$ cat src/rtl/pixel_frame_packer_if.sv
// Stream/frame bundle for pixel_frame_packer.
//   slave  modport (packer side): takes the pixel stream (s_valid/s_data/s_sof) and frame_ack,
//                                 drives s_ready, frame_out, frame_valid, sof_err.
//   master modport (source/consumer side): the mirror image.
interface pixel_frame_packer_if #(
  parameter int unsigned PIX_BITS = 8,
  parameter int unsigned NPIX     = 1024
);
  logic                s_valid;
  logic                s_ready;
  logic [PIX_BITS-1:0] s_data;
  logic                s_sof;
  logic [NPIX-1:0]     frame_out;
  logic                frame_valid;
  logic                frame_ack;
  logic                sof_err;

  modport slave (
    input  s_valid, s_data, s_sof, frame_ack,
    output s_ready, frame_out, frame_valid, sof_err
  );

  modport master (
    output s_valid, s_data, s_sof, frame_ack,
    input  s_ready, frame_out, frame_valid, sof_err
  );
endinterface

$ cat src/rtl/pixel_frame_packer.sv
// pixel_frame_packer: thresholds a raster stream of grayscale pixels to 1 bit each and packs
// a WIDTH x HEIGHT frame into a flat vector (raster index k -> bit k). A finished frame is
// held stable on frame_out/frame_valid until frame_ack; the next frame fills a second buffer.
//
// Ports:
//   clk  - rising-edge clock
//   rst  - synchronous, active-high reset
//   bus  - pixel_frame_packer_if.slave: s_valid/s_ready/s_data/s_sof pixel stream,
//          frame_out/frame_valid/frame_ack frame hand-off, sof_err resync pulse
//
// Optional feature: define PACKER_SOF_RESYNC_EN to let an accepted s_sof force that pixel to
// index 0 (sof_err pulses if a partial frame is dropped). Without it s_sof is ignored and
// sof_err is always 0.
module pixel_frame_packer #(
  parameter int unsigned WIDTH     = 32,
  parameter int unsigned HEIGHT    = 32,
  parameter int unsigned PIX_BITS  = 8,
  parameter int unsigned THRESHOLD = 128,
  parameter int unsigned CNT_WIDTH = 10
) (
  input logic                  clk,
  input logic                  rst,
  pixel_frame_packer_if.slave  bus
);
  localparam int unsigned NPIX = WIDTH * HEIGHT;

  typedef enum logic [0:0] {StFill, StPend} state_e;

  state_e               state_q, state_d;
  logic [NPIX-1:0]      fill_q, fill_d;
  logic [NPIX-1:0]      frame_q, frame_d;
  logic [CNT_WIDTH-1:0] cnt_q, cnt_d, idx;
  logic                 valid_q, valid_d;
  logic                 ready_q, ready_d;
  logic                 sof_err_q, sof_err_d;
  logic                 accept, pix_bit, complete, out_free, transfer;

  assign accept   = bus.s_valid & ready_q;
  assign pix_bit  = (32'(bus.s_data) >= THRESHOLD);
  // Output slot is usable if empty, or if the consumer releases it this very cycle.
  assign out_free = ~valid_q | bus.frame_ack;

`ifndef PACKER_SOF_RESYNC_EN
  logic unused_sof;
  assign unused_sof = bus.s_sof;
`endif

  always_comb begin
    state_d   = state_q;
    fill_d    = fill_q;
    cnt_d     = cnt_q;
    frame_d   = frame_q;
    valid_d   = valid_q;
    sof_err_d = 1'b0;
    idx       = cnt_q;
    complete  = 1'b0;
    transfer  = 1'b0;

`ifdef PACKER_SOF_RESYNC_EN
    if (accept && bus.s_sof) begin
      idx       = '0;
      sof_err_d = (cnt_q != '0);
    end
`endif

    if (accept) begin
      fill_d[idx] = pix_bit;
      complete    = (idx == CNT_WIDTH'(NPIX - 1));
      cnt_d       = complete ? '0 : idx + 1'b1;
    end

    case (state_q)
      StFill: begin
        if (complete) begin
          if (out_free) transfer = 1'b1;
          else          state_d  = StPend;
        end
      end
      StPend: begin
        if (out_free) begin
          transfer = 1'b1;
          state_d  = StFill;
        end
      end
      default: state_d = StFill;
    endcase

    // fill_d already holds the final pixel when the frame completes on this edge.
    if (transfer) begin
      frame_d = fill_d;
      valid_d = 1'b1;
    end else if (bus.frame_ack) begin
      valid_d = 1'b0;
    end

    ready_d = (state_d == StFill);
  end

  always_ff @(posedge clk) begin
    if (rst) begin
      state_q   <= StFill;
      fill_q    <= '0;
      cnt_q     <= '0;
      frame_q   <= '0;
      valid_q   <= 1'b0;
      ready_q   <= 1'b0;
      sof_err_q <= 1'b0;
    end else begin
      state_q   <= state_d;
      fill_q    <= fill_d;
      cnt_q     <= cnt_d;
      frame_q   <= frame_d;
      valid_q   <= valid_d;
      ready_q   <= ready_d;
      sof_err_q <= sof_err_d;
    end
  end

  assign bus.s_ready     = ready_q;
  assign bus.frame_out   = frame_q;
  assign bus.frame_valid = valid_q;
  assign bus.sof_err     = sof_err_q;
endmodule

$ cat src/flat_wrapper.sv
// flat-port wrapper written by rule: the top's interface ports become plain ports
module pixel_frame_packer_flat 
#(
  parameter int unsigned WIDTH     = 32,
  parameter int unsigned HEIGHT    = 32,
  parameter int unsigned PIX_BITS  = 8,
  parameter int unsigned THRESHOLD = 128,
  parameter int unsigned CNT_WIDTH = 10
)
  (clk, rst, bus_s_valid, bus_s_data, bus_s_sof, bus_frame_ack, bus_s_ready, bus_frame_out, bus_frame_valid, bus_sof_err);
  pixel_frame_packer_if #(.PIX_BITS(PIX_BITS), .NPIX((1024))) bus_i ();
  input logic clk;
  input logic rst;
  input wire logic [$bits(bus_i.s_valid)-1:0] bus_s_valid;
  input wire logic [$bits(bus_i.s_data)-1:0] bus_s_data;
  input wire logic [$bits(bus_i.s_sof)-1:0] bus_s_sof;
  input wire logic [$bits(bus_i.frame_ack)-1:0] bus_frame_ack;
  output wire logic [$bits(bus_i.s_ready)-1:0] bus_s_ready;
  output wire logic [$bits(bus_i.frame_out)-1:0] bus_frame_out;
  output wire logic [$bits(bus_i.frame_valid)-1:0] bus_frame_valid;
  output wire logic [$bits(bus_i.sof_err)-1:0] bus_sof_err;
  assign bus_i.s_valid = bus_s_valid;
  assign bus_i.s_data = bus_s_data;
  assign bus_i.s_sof = bus_s_sof;
  assign bus_i.frame_ack = bus_frame_ack;
  assign bus_s_ready = bus_i.s_ready;
  assign bus_frame_out = bus_i.frame_out;
  assign bus_frame_valid = bus_i.frame_valid;
  assign bus_sof_err = bus_i.sof_err;
  pixel_frame_packer #(.WIDTH(WIDTH), .HEIGHT(HEIGHT), .PIX_BITS(PIX_BITS), .THRESHOLD(THRESHOLD), .CNT_WIDTH(CNT_WIDTH)) u_core (.clk(clk), .rst(rst), .bus(bus_i));
endmodule
$ cat config.mk
export PLATFORM = sky130hd
export DESIGN_NAME = pixel_frame_packer_flat
export DESIGN_NICKNAME = d
export VERILOG_FILES = /design/src/rtl/pixel_frame_packer_if.sv /design/src/rtl/pixel_frame_packer.sv /design/src/flat_wrapper.sv
export SDC_FILE = /design/constraint.sdc
export NUM_CORES = 2
export LEC_CHECK = 0
export ABC_AREA = 1
export ABC_CLOCK_PERIOD_IN_PS = 3550
export CAP_MARGIN = 10
export CORE_MARGIN = 10
export CORE_UTILIZATION = 33
export DETAILED_ROUTE_END_ITERATION = 8
export GPL_TIMING_DRIVEN = 0
export PLACE_DENSITY = 0.63
export SLEW_MARGIN = 10
export SYNTH_ARGS = -nofsm -noshare
export SYNTH_HDL_FRONTEND = slang
export SYNTH_SLANG_ARGS = --single-unit
$ cat constraint.sdc
create_clock -name clk -period 3.55 [get_ports clk]
set_input_delay 0.71 -clock clk [delete_from_list [all_inputs] [get_ports clk]]
set_output_delay 0.71 -clock clk [all_outputs]
set_load 0.1 [all_outputs]
==> metrics <==
Leakage=51.3 nW; row cnt=189; most common cell after layout, fill and taps aside=nand2_1; final setup margin=-0.200 ns; initial core utilization=0.331; hpwl dp=374000 microns; drt via density=5.09; Buffers on Ports=1029; CTS tree=yes; clock skew=0.0718 ns; max-slew headroom at the worst pin=-0.0521; ys flop type=dfxtp_1; Post-route DRC=0; Worst-path clk slew=0.06 ns; Period Utilization, post-route=1.06; pin count of the biggest net entering global routing=20; Worst Path Required=4.38 ns; drt total wl=509000 microns; hold_buf cts=0; Post-Place Cell Area=103000 sq um; die area=287000 sq um; failing checks=max-capacitance violations, max-slew violations, negative setup slack; vias post-DR=94292; Mean Syn Cell Area=6.53 sq um; Syn Std Cell Area=87800 sq um; startpoint types=flop; WS Path Type=reg2reg; Nets=14785; minimum hold slack=0.466 ns; post-synthesis cell type count=28; fin. max-slew vios=11; fill count=27698; pwr/cell area=441 nW/um^2; Fmax=267 MHz; vias in the first global route=81734; footprint of the multi-input gates=37600 sq um; first-pass GRT wire length=669000 microns; area grow syn2layout=27.1%; sequential-to-total area share from yosys stat=0.470; Final setup viols=81; chain of cells forming the critical path=inv_1 > ha_1 > buf_2 > nand4_1 > clkinv_2 > buf_2 > nand3_1 > a21oi_1 > nor2_1; Die H=536 microns; most used cell along the critical path=buf_2; critical path endpoint category=flop; CP max FO=10; maximum clock path buffer count=3; number of synthesized flops with an enable pin=0; Routed WL per cell=27.4 microns; endpoints failing hold=0; Post-synth ARST share=0; number of routed nets with antenna violations=0; Syn Inst Count=13455; r2r setup slk=-0.20 ns; Slew @ Worst Pin=1.58 ns; commonest non-fill, non-tap cells in the layout=4888 x nand2_1, 2181 x nor2_1, 2061 x dfxtp_1, 1322 x inv_1, 1014 x clkdlybuf4s50_1; initial antenna violation count=62; max capacitance violation total=2; Worst EP arrival=4.58 ns; outcome=finished with violations; Sink Count=2061; Register Area=41300 sq um; DRT Pass-1 Iters=7; Initial DRC Count=14254; core area=265000 sq um; IO Count=1040; Die X=536 microns; Hold WC Path Type=reg2reg; RSZ-0062 raised after global routing=yes; peak supply drop=0.569 mV; CP max stage delay=0.98 ns; post-synth net total=13472; critical-path cell with the highest stage delay=buf_2; post-synthesis sequential element count=2061; Final Cell Area=112000 sq um; layout cells sized above 1=0.0701; CTS buffer count=223; Fin Setup TNS=-4.53 ns; Root Driver=clkbuf_16; Synth warnings=0; GRT overflow=0; CTS H-tree depth=4; Final min period=3.75 ns; Clk Latency, worst-skew pair=0.96 ns; Tot GR Track Use=0.334; GPL Wtd Cong=0.989
==> per-layer routing <==
layer | vias to the layer above | part of all wire | track usage | wire (microns)
li1 | 43381 | - | - | -
met1 | 43096 | 0.37 | 0.405 | 187000
met2 | 6385 | 0.40 | 0.471 | 202000
met3 | 1412 | 0.15 | 0.137 | 73800
met4 | 18 | 0.089 | 0.250 | 45200
met5 | - | 0.00024 | 0 | 122
==> sequential cells by signal, summed over array words and instances, names as in the netlist <==
name / count
u_core.bus.frame_out: 1024
u_core.fill_q: 1024
u_core.cnt_q: 10
u_core.bus.frame_valid: 1
u_core.bus.s_ready: 1
u_core.state_q: 1
==> logic make-up (layout without fill, tap and decap cells) <==
| family | after synthesis | in the layout | share of synthesized area |
|---|---|---|---|
| AO/OA/AOI/OAI | 1288 | 1288 | 0.0776 |
| flip-flops | 2061 | 2061 | 0.470 |
| AND/OR/NAND/NOR | 7856 | 7856 | 0.349 |
| adder cells (fa/ha/maj) | 4 | 4 | 0.000570 |
| buffers and inverters | 2245 | 3748 | 0.103 |
| other | 1 | 47 | 0.0000427 |
==> cell type report <==
cell class	instances	share of cell area
clock inverter	90	0.0107
buffer	883	0.0364
timing repair buffer	1091	0.101
inverter	1359	0.0459
clock buffer	325	0.0588
tap	3533	0.0396
antenna	46	0.00103
multi-input combinational	9149	0.337
sequential	2061	0.369
==> synthesized netlist by cell type (11+ instances only) <==
| library cell | n | area (sq um) |
|---|---|---|
| a21oi_1 | 945 | 4730 |
| buf_1 | 19 | 71.3 |
| buf_2 | 427 | 2140 |
| buf_4 | 16 | 120 |
| clkbuf_1 | 416 | 1560 |
| clkinv_1 | 17 | 63.8 |
| dfxtp_1 | 2061 | 41300 |
| inv_1 | 1323 | 4970 |
| inv_2 | 19 | 71.3 |
| nand2_1 | 4891 | 18400 |
| nand3_1 | 694 | 3470 |
| nand4_1 | 14 | 87.6 |
| nor2_1 | 2187 | 8210 |
| nor2_2 | 39 | 244 |
| nor2_4 | 11 | 124 |
| o21ai_0 | 165 | 826 |
| o21ai_1 | 30 | 150 |
| o21bai_1 | 140 | 1050 |
==> what timing repair did <==
item                                   CTS  global route
setup endpoints to repair              214            26
pin swaps                                8             0
buffers inserted                        25             3
resized for setup                       19            15
endpoints found under the hold margin    0             0
==> final timing paths <==
check | cells after the start | start | end
worst min register to register | 2 | u_core.fill_q[849] | u_core.fill_q[849]
worst max-delay path | 9 | u_core.cnt_q[0] | u_core.bus.frame_out[972]
worst min-delay path | 2 | u_core.fill_q[849] | u_core.fill_q[849]
worst max register to register | 9 | u_core.cnt_q[0] | u_core.bus.frame_out[972]
==> power breakdown <==
group	internal (mW)	switching, mW	total, mW
Clock	14.2	10.9	25.1
Combinational	0.107	0.977	1.08
Sequential	23.1	0.00348	23.1
Total	37.4	11.9	49.3
==> worst max-delay path: cells and delay by family (launching register included) <==
kind,cells,cell delay [ns]
buffers and inverters,4,1.92
adder cells (fa/ha/maj),1,0.14
flip-flops,1,0.37
AND/OR/NAND/NOR,3,0.93
AO/OA/AOI/OAI,1,0.26
==> metrics by stage <==
stage          total power, mW   util  std cells  worst slack [ns]
2_1_floorplan             24.1      -      13455              1.12
3_3_place_gp              24.7  0.387      18017             -1.93
3_5_place_dp              24.7  0.390      18051            -0.981
4_1_cts                   49.1  0.421      18490            0.0324
5_1_grt                   50.1  0.421      18494          -0.00850
6_report                  49.3  0.421      18537            -0.200
No activity file was read; power rests on OpenSTA's default activity.
